## src/rtl/rx_reset_seq_nch_if.sv

```systemverilog
// ---------------------------------------------------------------------------
// rx_reset_seq_nch_if
//   Bundles the SERDES status pins and the per-channel PCS/SERDES reset
//   controls that pass between the RX reset sequencer and the SERDES/PCS.
//
//   Signals (NUM_CH bits unless noted):
//     rx_cdr_lol_ch_s     CDR loss of lock, async            SERDES -> seq
//     rx_los_low_ch_s     loss of signal, async              SERDES -> seq
//     tx_pll_lol_qd_s     quad TX PLL loss of lock (1 bit)   SERDES -> seq
//     power_down          channel power down                 system -> seq
//     fault_clr           FAULT clear pulse                  system -> seq
//     rx_pcs_rst_ch_c     RX PCS lane reset, active-high     seq -> PCS
//     rx_serdes_rst_ch_c  RX SERDES reset, active-high       seq -> SERDES
//     rx_ready            channel locked and running         seq -> system
//     rx_fault            retry budget exhausted             seq -> system
//
//   master: the sequencer side; slave: the SERDES/PCS/system side.
// ---------------------------------------------------------------------------
interface rx_reset_seq_nch_if #(
    parameter int NUM_CH = 4
);
    logic [NUM_CH-1:0] rx_cdr_lol_ch_s;
    logic [NUM_CH-1:0] rx_los_low_ch_s;
    logic              tx_pll_lol_qd_s;
    logic [NUM_CH-1:0] power_down;
    logic [NUM_CH-1:0] fault_clr;
    logic [NUM_CH-1:0] rx_pcs_rst_ch_c;
    logic [NUM_CH-1:0] rx_serdes_rst_ch_c;
    logic [NUM_CH-1:0] rx_ready;
    logic [NUM_CH-1:0] rx_fault;

    modport master (
        input  rx_cdr_lol_ch_s,
        input  rx_los_low_ch_s,
        input  tx_pll_lol_qd_s,
        input  power_down,
        input  fault_clr,
        output rx_pcs_rst_ch_c,
        output rx_serdes_rst_ch_c,
        output rx_ready,
        output rx_fault
    );

    modport slave (
        output rx_cdr_lol_ch_s,
        output rx_los_low_ch_s,
        output tx_pll_lol_qd_s,
        output power_down,
        output fault_clr,
        input  rx_pcs_rst_ch_c,
        input  rx_serdes_rst_ch_c,
        input  rx_ready,
        input  rx_fault
    );
endinterface

```

## src/rtl/rx_reset_seq_nch.sv

```systemverilog
// ---------------------------------------------------------------------------
// rx_reset_seq_nch
//   N-channel SERDES RX reset sequencer. One independent reset FSM per RX
//   channel, gated by the shared quad TX PLL lock and the channel's own
//   CDR loss-of-lock / loss-of-signal. A channel that fails to hold lock
//   MAX_RETRY times in a row parks in FAULT until fault_clr.
//
//   Parameters:
//     NUM_CH     number of RX channels
//     T1_WIDTH   SERDES-reset pulse counter width (terminal bit T1_WIDTH-1)
//     T2_BIT     lock-stability timer terminal bit (19 silicon, 4 sim)
//     MAX_RETRY  failed lock attempts before FAULT; 0 disables FAULT
//
//   Ports:
//     refclkdiv2   clock, refclk/2
//     rst_n        synchronous active-low reset
//     sq_if        status inputs / reset control outputs (master modport)
//
//   State table (pcs_rst/serdes_rst):
//     state      | meaning
//     WAIT_PLL   | 1/0  wait for TX PLL lock, signal present, powered up
//     SERDES_RST | 1/1  start SERDES reset pulse, clear t1
//     WAIT_T1    | 1/1  hold SERDES reset until t1 terminal bit
//     CHECK      | 1/0  clear t2, (re)start lock-stability window
//     WAIT_T2    | 1/0  lock must stay stable for the whole t2 window
//     NORMAL     | 0/0  channel running, rx_ready
//     FAULT      | 1/0  retry budget spent, rx_fault, wait for fault_clr
// ---------------------------------------------------------------------------
module rx_reset_seq_nch #(
    parameter int NUM_CH    = 4,
    parameter int T1_WIDTH  = 2,
    parameter int T2_BIT    = 19,
    parameter int MAX_RETRY = 7
) (
    input  logic                 refclkdiv2,
    input  logic                 rst_n,
    rx_reset_seq_nch_if.master   sq_if
);

    // Keep the retry counter at least one bit wide so MAX_RETRY=0 still
    // elaborates; with MAX_RETRY=0 it saturates at 0 and FAULT is never hit.
    localparam int RTY_W = (MAX_RETRY < 1) ? 1 : $clog2(MAX_RETRY + 1);
    localparam int T2_W  = T2_BIT + 1;
    localparam logic [RTY_W-1:0] RTY_MAX  = RTY_W'(MAX_RETRY);
    localparam bit               FAULT_EN = (MAX_RETRY != 0);

    typedef enum logic [2:0] {
        WAIT_PLL   = 3'd0,
        SERDES_RST = 3'd1,
        WAIT_T1    = 3'd2,
        CHECK      = 3'd3,
        WAIT_T2    = 3'd4,
        NORMAL     = 3'd5,
        FAULT      = 3'd6
    } state_t;

    // Shared quad PLL lock, one flop; resets to "unlocked".
    logic pll_s;

    always_ff @(posedge refclkdiv2) begin
        if (!rst_n) begin
            pll_s <= 1'b1;
        end else begin
            pll_s <= sq_if.tx_pll_lol_qd_s;
        end
    end

    logic [NUM_CH-1:0] pcs_rst_v;
    logic [NUM_CH-1:0] serdes_rst_v;
    logic [NUM_CH-1:0] ready_v;
    logic [NUM_CH-1:0] fault_v;

    for (genvar gi = 0; gi < NUM_CH; gi++) begin : g_ch

        // Input conditioning
        logic lol_los_del;
        logic lol_los_int;
        logic los_s;
        logic pd_s;
        logic lol_edge;

        always_ff @(posedge refclkdiv2) begin
            if (!rst_n) begin
                lol_los_del <= 1'b1;
                lol_los_int <= 1'b1;
                los_s       <= 1'b1;
                pd_s        <= 1'b0;
            end else begin
                lol_los_del <= sq_if.rx_cdr_lol_ch_s[gi] | sq_if.rx_los_low_ch_s[gi];
                lol_los_int <= lol_los_del;
                los_s       <= sq_if.rx_los_low_ch_s[gi];
                pd_s        <= sq_if.power_down[gi];
            end
        end

        // Any change of lock status seen by the second flop restarts the
        // stability window.
        assign lol_edge = (lol_los_int != lol_los_del);

        // FSM state and counters
        state_t               state_q, state_d;
        logic [T1_WIDTH-1:0]  t1_q, t1_d;
        logic [T2_W-1:0]      t2_q, t2_d;
        logic [RTY_W-1:0]     rty_q, rty_d;
        logic [RTY_W-1:0]     rty_inc;

        always_ff @(posedge refclkdiv2) begin
            if (!rst_n) begin
                state_q <= WAIT_PLL;
                t1_q    <= '0;
                t2_q    <= '0;
                rty_q   <= '0;
            end else begin
                state_q <= state_d;
                t1_q    <= t1_d;
                t2_q    <= t2_d;
                rty_q   <= rty_d;
            end
        end

        // Saturating increment: the retry count never wraps past MAX_RETRY.
        assign rty_inc = (rty_q == RTY_MAX) ? rty_q : rty_q + RTY_W'(1);

        // Next-state logic
        always_comb begin
            state_d = state_q;
            t1_d    = t1_q;
            t2_d    = t2_q;
            rty_d   = rty_q;
            if ((state_q != WAIT_PLL) && pd_s) begin
                state_d = WAIT_PLL;
                rty_d   = '0;
            end else if ((state_q != WAIT_PLL) && pll_s) begin
                state_d = WAIT_PLL;
            end else begin
                case (state_q)
                    WAIT_PLL: begin
                        if (!pll_s && !los_s && !pd_s) begin
                            state_d = SERDES_RST;
                        end
                    end
                    SERDES_RST: begin
                        t1_d    = '0;
                        state_d = WAIT_T1;
                    end
                    WAIT_T1: begin
                        if (t1_q[T1_WIDTH-1]) begin
                            state_d = CHECK;
                        end else begin
                            t1_d = t1_q + T1_WIDTH'(1);
                        end
                    end
                    CHECK: begin
                        t2_d    = '0;
                        state_d = WAIT_T2;
                    end
                    WAIT_T2: begin
                        if (lol_edge) begin
                            state_d = CHECK;
                        end else if (t2_q[T2_BIT]) begin
                            if (!lol_los_int) begin
                                state_d = NORMAL;
                                rty_d   = '0;
                            end else begin
                                rty_d = rty_inc;
                                if (FAULT_EN && (rty_inc == RTY_MAX)) begin
                                    state_d = FAULT;
                                end else begin
                                    state_d = WAIT_PLL;
                                end
                            end
                        end else begin
                            t2_d = t2_q + T2_W'(1);
                        end
                    end
                    NORMAL: begin
                        if (lol_los_int) begin
                            state_d = WAIT_PLL;
                        end
                    end
                    FAULT: begin
                        if (sq_if.fault_clr[gi]) begin
                            state_d = WAIT_PLL;
                            rty_d   = '0;
                        end
                    end
                    default: begin
                        state_d = WAIT_PLL;
                    end
                endcase
            end
        end

        // Output decode; the result is registered so outputs trail the
        // state by one cycle.
        logic pcs_rst_d, serdes_rst_d, ready_d, fault_d;
        logic pcs_rst_q, serdes_rst_q, ready_q, fault_q;

        always_comb begin
            pcs_rst_d    = (state_q != NORMAL);
            serdes_rst_d = (state_q == SERDES_RST) || (state_q == WAIT_T1);
            ready_d      = (state_q == NORMAL);
            fault_d      = (state_q == FAULT);
        end

        always_ff @(posedge refclkdiv2) begin
            if (!rst_n) begin
                pcs_rst_q    <= 1'b1;
                serdes_rst_q <= 1'b0;
                ready_q      <= 1'b0;
                fault_q      <= 1'b0;
            end else begin
                pcs_rst_q    <= pcs_rst_d;
                serdes_rst_q <= serdes_rst_d;
                ready_q      <= ready_d;
                fault_q      <= fault_d;
            end
        end

        assign pcs_rst_v[gi]    = pcs_rst_q;
        assign serdes_rst_v[gi] = serdes_rst_q;
        assign ready_v[gi]      = ready_q;
        assign fault_v[gi]      = fault_q;
    end

    assign sq_if.rx_pcs_rst_ch_c    = pcs_rst_v;
    assign sq_if.rx_serdes_rst_ch_c = serdes_rst_v;
    assign sq_if.rx_ready           = ready_v;
    assign sq_if.rx_fault           = fault_v;

endmodule

```

## src/flat_wrapper.sv

```systemverilog
// flat-port wrapper written by rule: the top's interface ports become plain ports
module rx_reset_seq_nch_flat 
#(
    parameter int NUM_CH    = 4,
    parameter int T1_WIDTH  = 2,
    parameter int T2_BIT    = 19,
    parameter int MAX_RETRY = 7
)
  (refclkdiv2, rst_n, sq_if_rx_cdr_lol_ch_s, sq_if_rx_los_low_ch_s, sq_if_tx_pll_lol_qd_s, sq_if_power_down, sq_if_fault_clr, sq_if_rx_pcs_rst_ch_c, sq_if_rx_serdes_rst_ch_c, sq_if_rx_ready, sq_if_rx_fault);
  rx_reset_seq_nch_if #(.NUM_CH(NUM_CH)) sq_if_i ();
  input  logic refclkdiv2;
  input  logic rst_n;
  input wire logic [$bits(sq_if_i.rx_cdr_lol_ch_s)-1:0] sq_if_rx_cdr_lol_ch_s;
  input wire logic [$bits(sq_if_i.rx_los_low_ch_s)-1:0] sq_if_rx_los_low_ch_s;
  input wire logic [$bits(sq_if_i.tx_pll_lol_qd_s)-1:0] sq_if_tx_pll_lol_qd_s;
  input wire logic [$bits(sq_if_i.power_down)-1:0] sq_if_power_down;
  input wire logic [$bits(sq_if_i.fault_clr)-1:0] sq_if_fault_clr;
  output wire logic [$bits(sq_if_i.rx_pcs_rst_ch_c)-1:0] sq_if_rx_pcs_rst_ch_c;
  output wire logic [$bits(sq_if_i.rx_serdes_rst_ch_c)-1:0] sq_if_rx_serdes_rst_ch_c;
  output wire logic [$bits(sq_if_i.rx_ready)-1:0] sq_if_rx_ready;
  output wire logic [$bits(sq_if_i.rx_fault)-1:0] sq_if_rx_fault;
  assign sq_if_i.rx_cdr_lol_ch_s = sq_if_rx_cdr_lol_ch_s;
  assign sq_if_i.rx_los_low_ch_s = sq_if_rx_los_low_ch_s;
  assign sq_if_i.tx_pll_lol_qd_s = sq_if_tx_pll_lol_qd_s;
  assign sq_if_i.power_down = sq_if_power_down;
  assign sq_if_i.fault_clr = sq_if_fault_clr;
  assign sq_if_rx_pcs_rst_ch_c = sq_if_i.rx_pcs_rst_ch_c;
  assign sq_if_rx_serdes_rst_ch_c = sq_if_i.rx_serdes_rst_ch_c;
  assign sq_if_rx_ready = sq_if_i.rx_ready;
  assign sq_if_rx_fault = sq_if_i.rx_fault;
  rx_reset_seq_nch #(.NUM_CH(NUM_CH), .T1_WIDTH(T1_WIDTH), .T2_BIT(T2_BIT), .MAX_RETRY(MAX_RETRY)) u_core (.refclkdiv2(refclkdiv2), .rst_n(rst_n), .sq_if(sq_if_i));
endmodule
```

## config.mk

```make
export PLATFORM = sky130hd
export DESIGN_NAME = rx_reset_seq_nch_flat
export DESIGN_NICKNAME = d
export VERILOG_FILES = /design/src/rtl/rx_reset_seq_nch_if.sv /design/src/rtl/rx_reset_seq_nch.sv /design/src/flat_wrapper.sv
export SDC_FILE = /design/constraint.sdc
export NUM_CORES = 1
export LEC_CHECK = 0
export BUFFER_PORTS_ARGS = -buffer_cell sky130_fd_sc_hd__buf_4
export CORE_UTILIZATION = 45
export CTS_CLUSTER_SIZE = 16
export DETAILED_ROUTE_END_ITERATION = 6
export PLACE_DENSITY = 0.72
export SLEW_MARGIN = 20
export SYNTH_ARGS = -nofsm -noshare
export SYNTH_HDL_FRONTEND = slang
export SYNTH_SLANG_ARGS = --single-unit
```

## constraint.sdc

```tcl
create_clock -name refclkdiv2 -period 6.4 [get_ports refclkdiv2]
set_clock_uncertainty 0.1 [all_clocks]
set_input_delay 0.32 -clock refclkdiv2 [delete_from_list [all_inputs] [get_ports refclkdiv2]]
set_output_delay 0.32 -clock refclkdiv2 [all_outputs]
set_load 0.01 [all_outputs]
```

# After elaboration in Yosys (flattened, before gate mapping)
# Cells that the tools add are included.
# Widths: inputs -> output; s select.
[totals]
register_bits = 145
input_bits = 19
output_inout_bits = 16
word_cells = 315
[op_classes]
addsub = 12
eq_ne = 76
n_mux = 76
bitwise = 13
n_reduce_logical = 81
[op_table]
columns = ["cell", "n"]
rows = [
  ["$mux 20", 8],
  ["$pmux 20 s2", 4],
  ["$mux 3", 48],
  ["$pmux 3 s7", 4],
  ["$add 20x1->20 const B", 4],
  ["$eq 3x3->1 const B", 20],
  ["$reduce_and 5->1", 12],
  ["$ne 2x1->1 const B", 16],
  ["$ne 2x2->1 const B", 16],
  ["$reduce_and 4->1", 8],
  ["$eq 3x2->1 const B", 8],
  ["$pmux 3 s2", 4],
  ["$reduce_bool 2->1", 12],
  ["$logic_and 1x1->1", 16],
  ["$pmux 2 s2", 4],
  ["$add 3x1->3 const B", 4],
  ["$eq 3x1->1 const B", 4],
  ["$logic_not 3->1", 4],
  ["$ne 3x1->1 const B", 4],
  ["$ne 3x3->1 const B", 4],
  ["$reduce_and 3->1", 4],
  ["$reduce_bool 3->1", 4],
  ["$reduce_or 3->1", 4],
  ["$logic_not 1->1", 9],
  ["7 further kinds", 33],
]

# Longest topological paths before layout
[depth]
word_depth = 8
ltp_mapped = 8
mapped_depth_nobuf = 5

# Worst setup path before layout
# OpenSTA, ideal clock, no wires.
[synth_path]
path_kind = "register to register"
startpoint = "register u_core.g_ch[3].lol_los_int"
endpoint = "register u_core.g_ch[3].t2_q[12]"
setup_ns = 0.070
arrival_ns = 2.277
t_required_ns = 6.230
path_slack_ns = 3.952
stages_incl_launch_ff = 8
path_buffers = 2
period_less_slack_ns = 2.448
cell_sequence = "dfxtp_1 > ha_1 > or4b_1 > clkbuf_1 > a211o_1 > buf_2 > or4_1 > a21oi_1"
[synth_between]
elab_chain_cells = 3
[synth_lines]
columns = ["item", "line", "rtl"]
rows = [
  ["start, declared", "rx_reset_seq_nch.sv:77", "logic lol_los_int;"],
  ["start signal, assigned", "rx_reset_seq_nch.sv:90", "lol_los_int <= lol_los_del;"],
  ["$ne 1x1->1", "rx_reset_seq_nch.sv:98", "assign lol_edge = (lol_los_int != lol_los_del);"],
  ["$ne 2x2->1 (no line)", "n/a", ""],
  ["$reduce_and 5->1 (no line)", "n/a", ""],
  ["end signal, assigned", "rx_reset_seq_nch.sv:116", "t2_q <= t2_d;"],
  ["end, declared", "rx_reset_seq_nch.sv:103", "logic [T2_W-1:0] t2_q, t2_d;"],
]
# No other way between the ends.
# A chain may end at the register's enable or synchronous reset.

# Worst setup path in the final report
[layout_path]
startpoint = "register u_core.g_ch[1].lol_los_int"
endpoint = "register u_core.g_ch[1].t2_q[5]"
[layout_between]
elab_chain_cells = 3
[layout_lines]
columns = ["item", "line"]
rows = [
  ["start, declared", "rx_reset_seq_nch.sv:77"],
  ["start signal, assigned", "rx_reset_seq_nch.sv:90"],
  ["$ne 1x1->1", "rx_reset_seq_nch.sv:98"],
  ["$ne 2x2->1 (no line)", "n/a"],
  ["$reduce_and 5->1 (no line)", "n/a"],
  ["end signal, assigned", "rx_reset_seq_nch.sv:116"],
  ["end, declared", "rx_reset_seq_nch.sv:103"],
]
# No other way between the ends.

==> reports/metrics.cfg <==
[routing]
wl_per_cell_um=14.2
drt-total-wl_mm=15.9
ant_nets=0
drtIter0Drc=362
viasPerCell=5.90
firstDrtPassIters=5
vias=6580
drc_errors=0

[die]
num_io_pins=35
die_area_um2=17000
die_h_um=130
chipWidth_um=130
initial_core_util_pct=46.4
num_rows=46
core_um2=15900

[clocking]
cts_sinks=145
cts_buffer_depth=2
cts.repair.resized=0
cts_tree=built
cts.htree.levels=4
postCtsSetupRepairBufs=0
clk_pin_slew_worst_paths_ns=0.06
numCtsBuffers=17
clock_latency_ns=0.43
hold_buffers=12
cts_root_buf=clkbuf_16

[global_routing]
antenna_found_initial=0
grt_pass1_vias=5879
overflow=0
track_usage_pct=19.9
grt_max_degree=36
grt_pass1_wl_mm=27.0

[run]
cap_violations=0

[worst_setup_path]
crit_type=reg -> reg
crit_family=simple AND/OR/NAND/NOR gates
worstPathArrival_ns=3.11
worst-path-buf-inv=1
end_kind=flop
cp.required_ns=6.65
cpPeakStageDelay_ns=0.68
cp_max_fo=10
startpoint_type=flop
cpMaxStageDelayCell=nor4_1
crit_chain=ha_1, nor4_1, a22oi_1, buf_4, or4_1, a21oi_1

[pwr]
power_frac_seq_pct=44.5
switching_share_pct=26.4
power_density_nw_per_um2=273
p_switching_uw=605
ir_drop_uv=230
leakagePower_nw=2.72
clockPowerShare_pct=43.1
comb_power_share_pct=12.4
internal-power_mw=1.68

[sta]
layout_setup_ws_ns=3.54
worst_slew_pin_slew_ns=0.737
fin_crit_sh_pct=44.6
clock.fmax_ghz=0.350
slew_headroom_pct=50.4
timing.setup.tns_ns=0
hold_viol=0
whs_ns=0.0212
rsz0062_at_grt=false
final_max_slew_viol_count=0
period_minus_slack_ns=2.86
setup_viol=0

[synthesis]
syn_nets=911
synth_flop_cell=dfxtp_1
syn-cell-area_um2=7400
synthCells=880
synth.avg_cell_area_um2=8.41
synth-edff-count=0
synth-seq-cells=145
ys_warn_count=0
async_flop_share_pct=0
ys_seq_area_share_pct=39.2
synth_cell_type_count=66

[placed_design]
gp_congestion=0.809
port-buffer-count=34
placed_area_um2=7650
dp_worst_setup_slack_ns=3.61
dp_hpwl_mm=10.4

[layout]
areaGrowthSynthToFinish_pct=13.4
n_antenna_cell=0
finalNetCount=918
ff_latch_area_um2=2900
fin_area_um2=8390
multi_input_area_um2=4090
drive_above_1_share_pct=10.5
num-fill-cells=1496

[run_status]
outcome=finished clean

[hold_path]
min_path_type=in -> reg

==> worst register-to-register path, cell delays in order, from the launching register on <==
cell     delay (ns)
dfxtp_1        0.35
ha_1           0.39
nor4_1         0.68
a22oi_1        0.34
buf_4          0.27
or4_1          0.50
a21oi_1        0.14
==> metal layers <==
layer / vias up / global-route usage, % / routed length (µm)
met5: - / 0 / 0
met4: 0 / 9.10 / 277
li1: 3363 / - / -
met3: 24 / 4.02 / 503
met1: 3078 / 25.1 / 7650
met2: 115 / 32.7 / 7440
==> cells in the mapped netlist, types with 4 or more instances <==
cell type,count,area share (%)
o31ai_1,46,4.7
and2_1,12,1.0
a22o_1,4,0.47
nand3b_1,8,0.81
or3b_2,5,0.59
a311oi_1,4,0.47
a21oi_1,88,6.0
nor2b_1,11,0.93
nor2_1,37,1.9
o21ai_0,43,2.9
a211oi_1,8,0.81
o2111ai_1,4,0.47
mux2i_1,8,1.1
nor3_1,23,1.6
a22oi_1,8,0.81
inv_1,28,1.4
and3_1,9,0.76
a32oi_1,4,0.47
xnor2_1,7,0.83
nand2b_1,17,1.4
nand3_1,34,2.3
nor3b_1,8,0.81
and4_1,11,1.3
nand2_1,52,2.6
nand4b_1,5,0.59
buf_4,16,1.6
o211ai_1,5,0.51
nand4_1,19,1.6
dfxtp_1,145,39
or3_1,20,1.7
or4_1,45,4.6
a31oi_1,14,1.2
clkbuf_1,46,2.3
nor4_1,5,0.42
ha_1,12,2.0
o21a_1,8,0.81
or2_2,11,0.93
==> stage by stage <==
stage          instances  util (%)  total power [mW]
2_1_floorplan        880         -              1.25
3_3_place_gp        1070      48.0              1.31
3_5_place_dp        1070      48.0              1.31
4_1_cts             1113      52.5              2.31
5_1_grt             1115      52.6              2.39
6_report            1115      52.6              2.29
==> power by group through the flow <==
stage	combinational (mW)	clock (mW)	sequential [mW]
2_1_floorplan	0.279	0	0.973
3_3_place_gp	0.273	0	1.04
3_5_place_dp	0.274	0	1.04
4_1_cts	0.282	1.01	1.02
5_1_grt	0.319	1.04	1.03
6_report	0.284	0.987	1.02
==> cells by family after synthesis <==
logic type               synth area share, %
AND/OR/NAND/NOR                         27.6
AO/OA/AOI/OAI                           23.4
flip-flops                              39.2
buffers and inverters                   5.60
adder cells (fa/ha/maj)                 2.03
multiplexers                            1.23
XOR/XNOR                               0.947
==> layout by cell type (no fill, tap or decap), types with 12 or more instances in the layout <==
master	synthesis	final
nand3_1	34	34
nand2b_1	17	17
nand4_1	19	19
or4_1	45	45
nor3_1	23	23
a31oi_1	14	14
inv_1	28	28
a21oi_1	88	88
o31ai_1	46	46
or3_1	20	20
ha_1	12	12
and2_1	12	12
nor2_1	37	37
dlygate4sd3_1	0	12
o21ai_0	43	43
dfxtp_1	145	145
nand2_1	52	52
clkbuf_16	0	17
buf_4	16	41
==> flip-flops by register name (all words and copies together), names as in the netlist, 8 cells and up <==
| signal | flops |
|---|---|
| u_core.g_ch.t2_q | 80 |
| u_core.g_ch.t1_q | 8 |
| u_core.g_ch.state_q | 12 |
| u_core.g_ch.rty_q | 12 |
==> worst paths after layout <==
check                                               end                                   from  slack (ns)  depth (start not counted)
setup reg to reg    u_core.g_ch[1].t2_q[5]$_SDFFE_PN0P_  u_core.g_ch[1].lol_los_int$_SDFF_PN1_        3.54                          6
hold / removal          u_core.g_ch[2].los_s$_SDFF_PN1_               sq_if_rx_los_low_ch_s[2]        0.02                          2
setup / recovery    u_core.g_ch[1].t2_q[5]$_SDFFE_PN0P_  u_core.g_ch[1].lol_los_int$_SDFF_PN1_        3.54                          6
hold reg to reg   u_core.g_ch[3].lol_los_int$_SDFF_PN1_  u_core.g_ch[3].lol_los_del$_SDFF_PN1_        0.34                          1
==> cell type report <==
cell class | count | share of cell area [%]
Inverter | 29 | 1.30
Clock inverter | 8 | 1.22
Multi-Input combinational cell | 641 | 48.7
Timing Repair Buffer | 53 | 5.10
Tap cell | 216 | 3.22
Sequential cell | 145 | 34.6
Clock buffer | 23 | 5.82
Power figures use the tool's default switching activity.
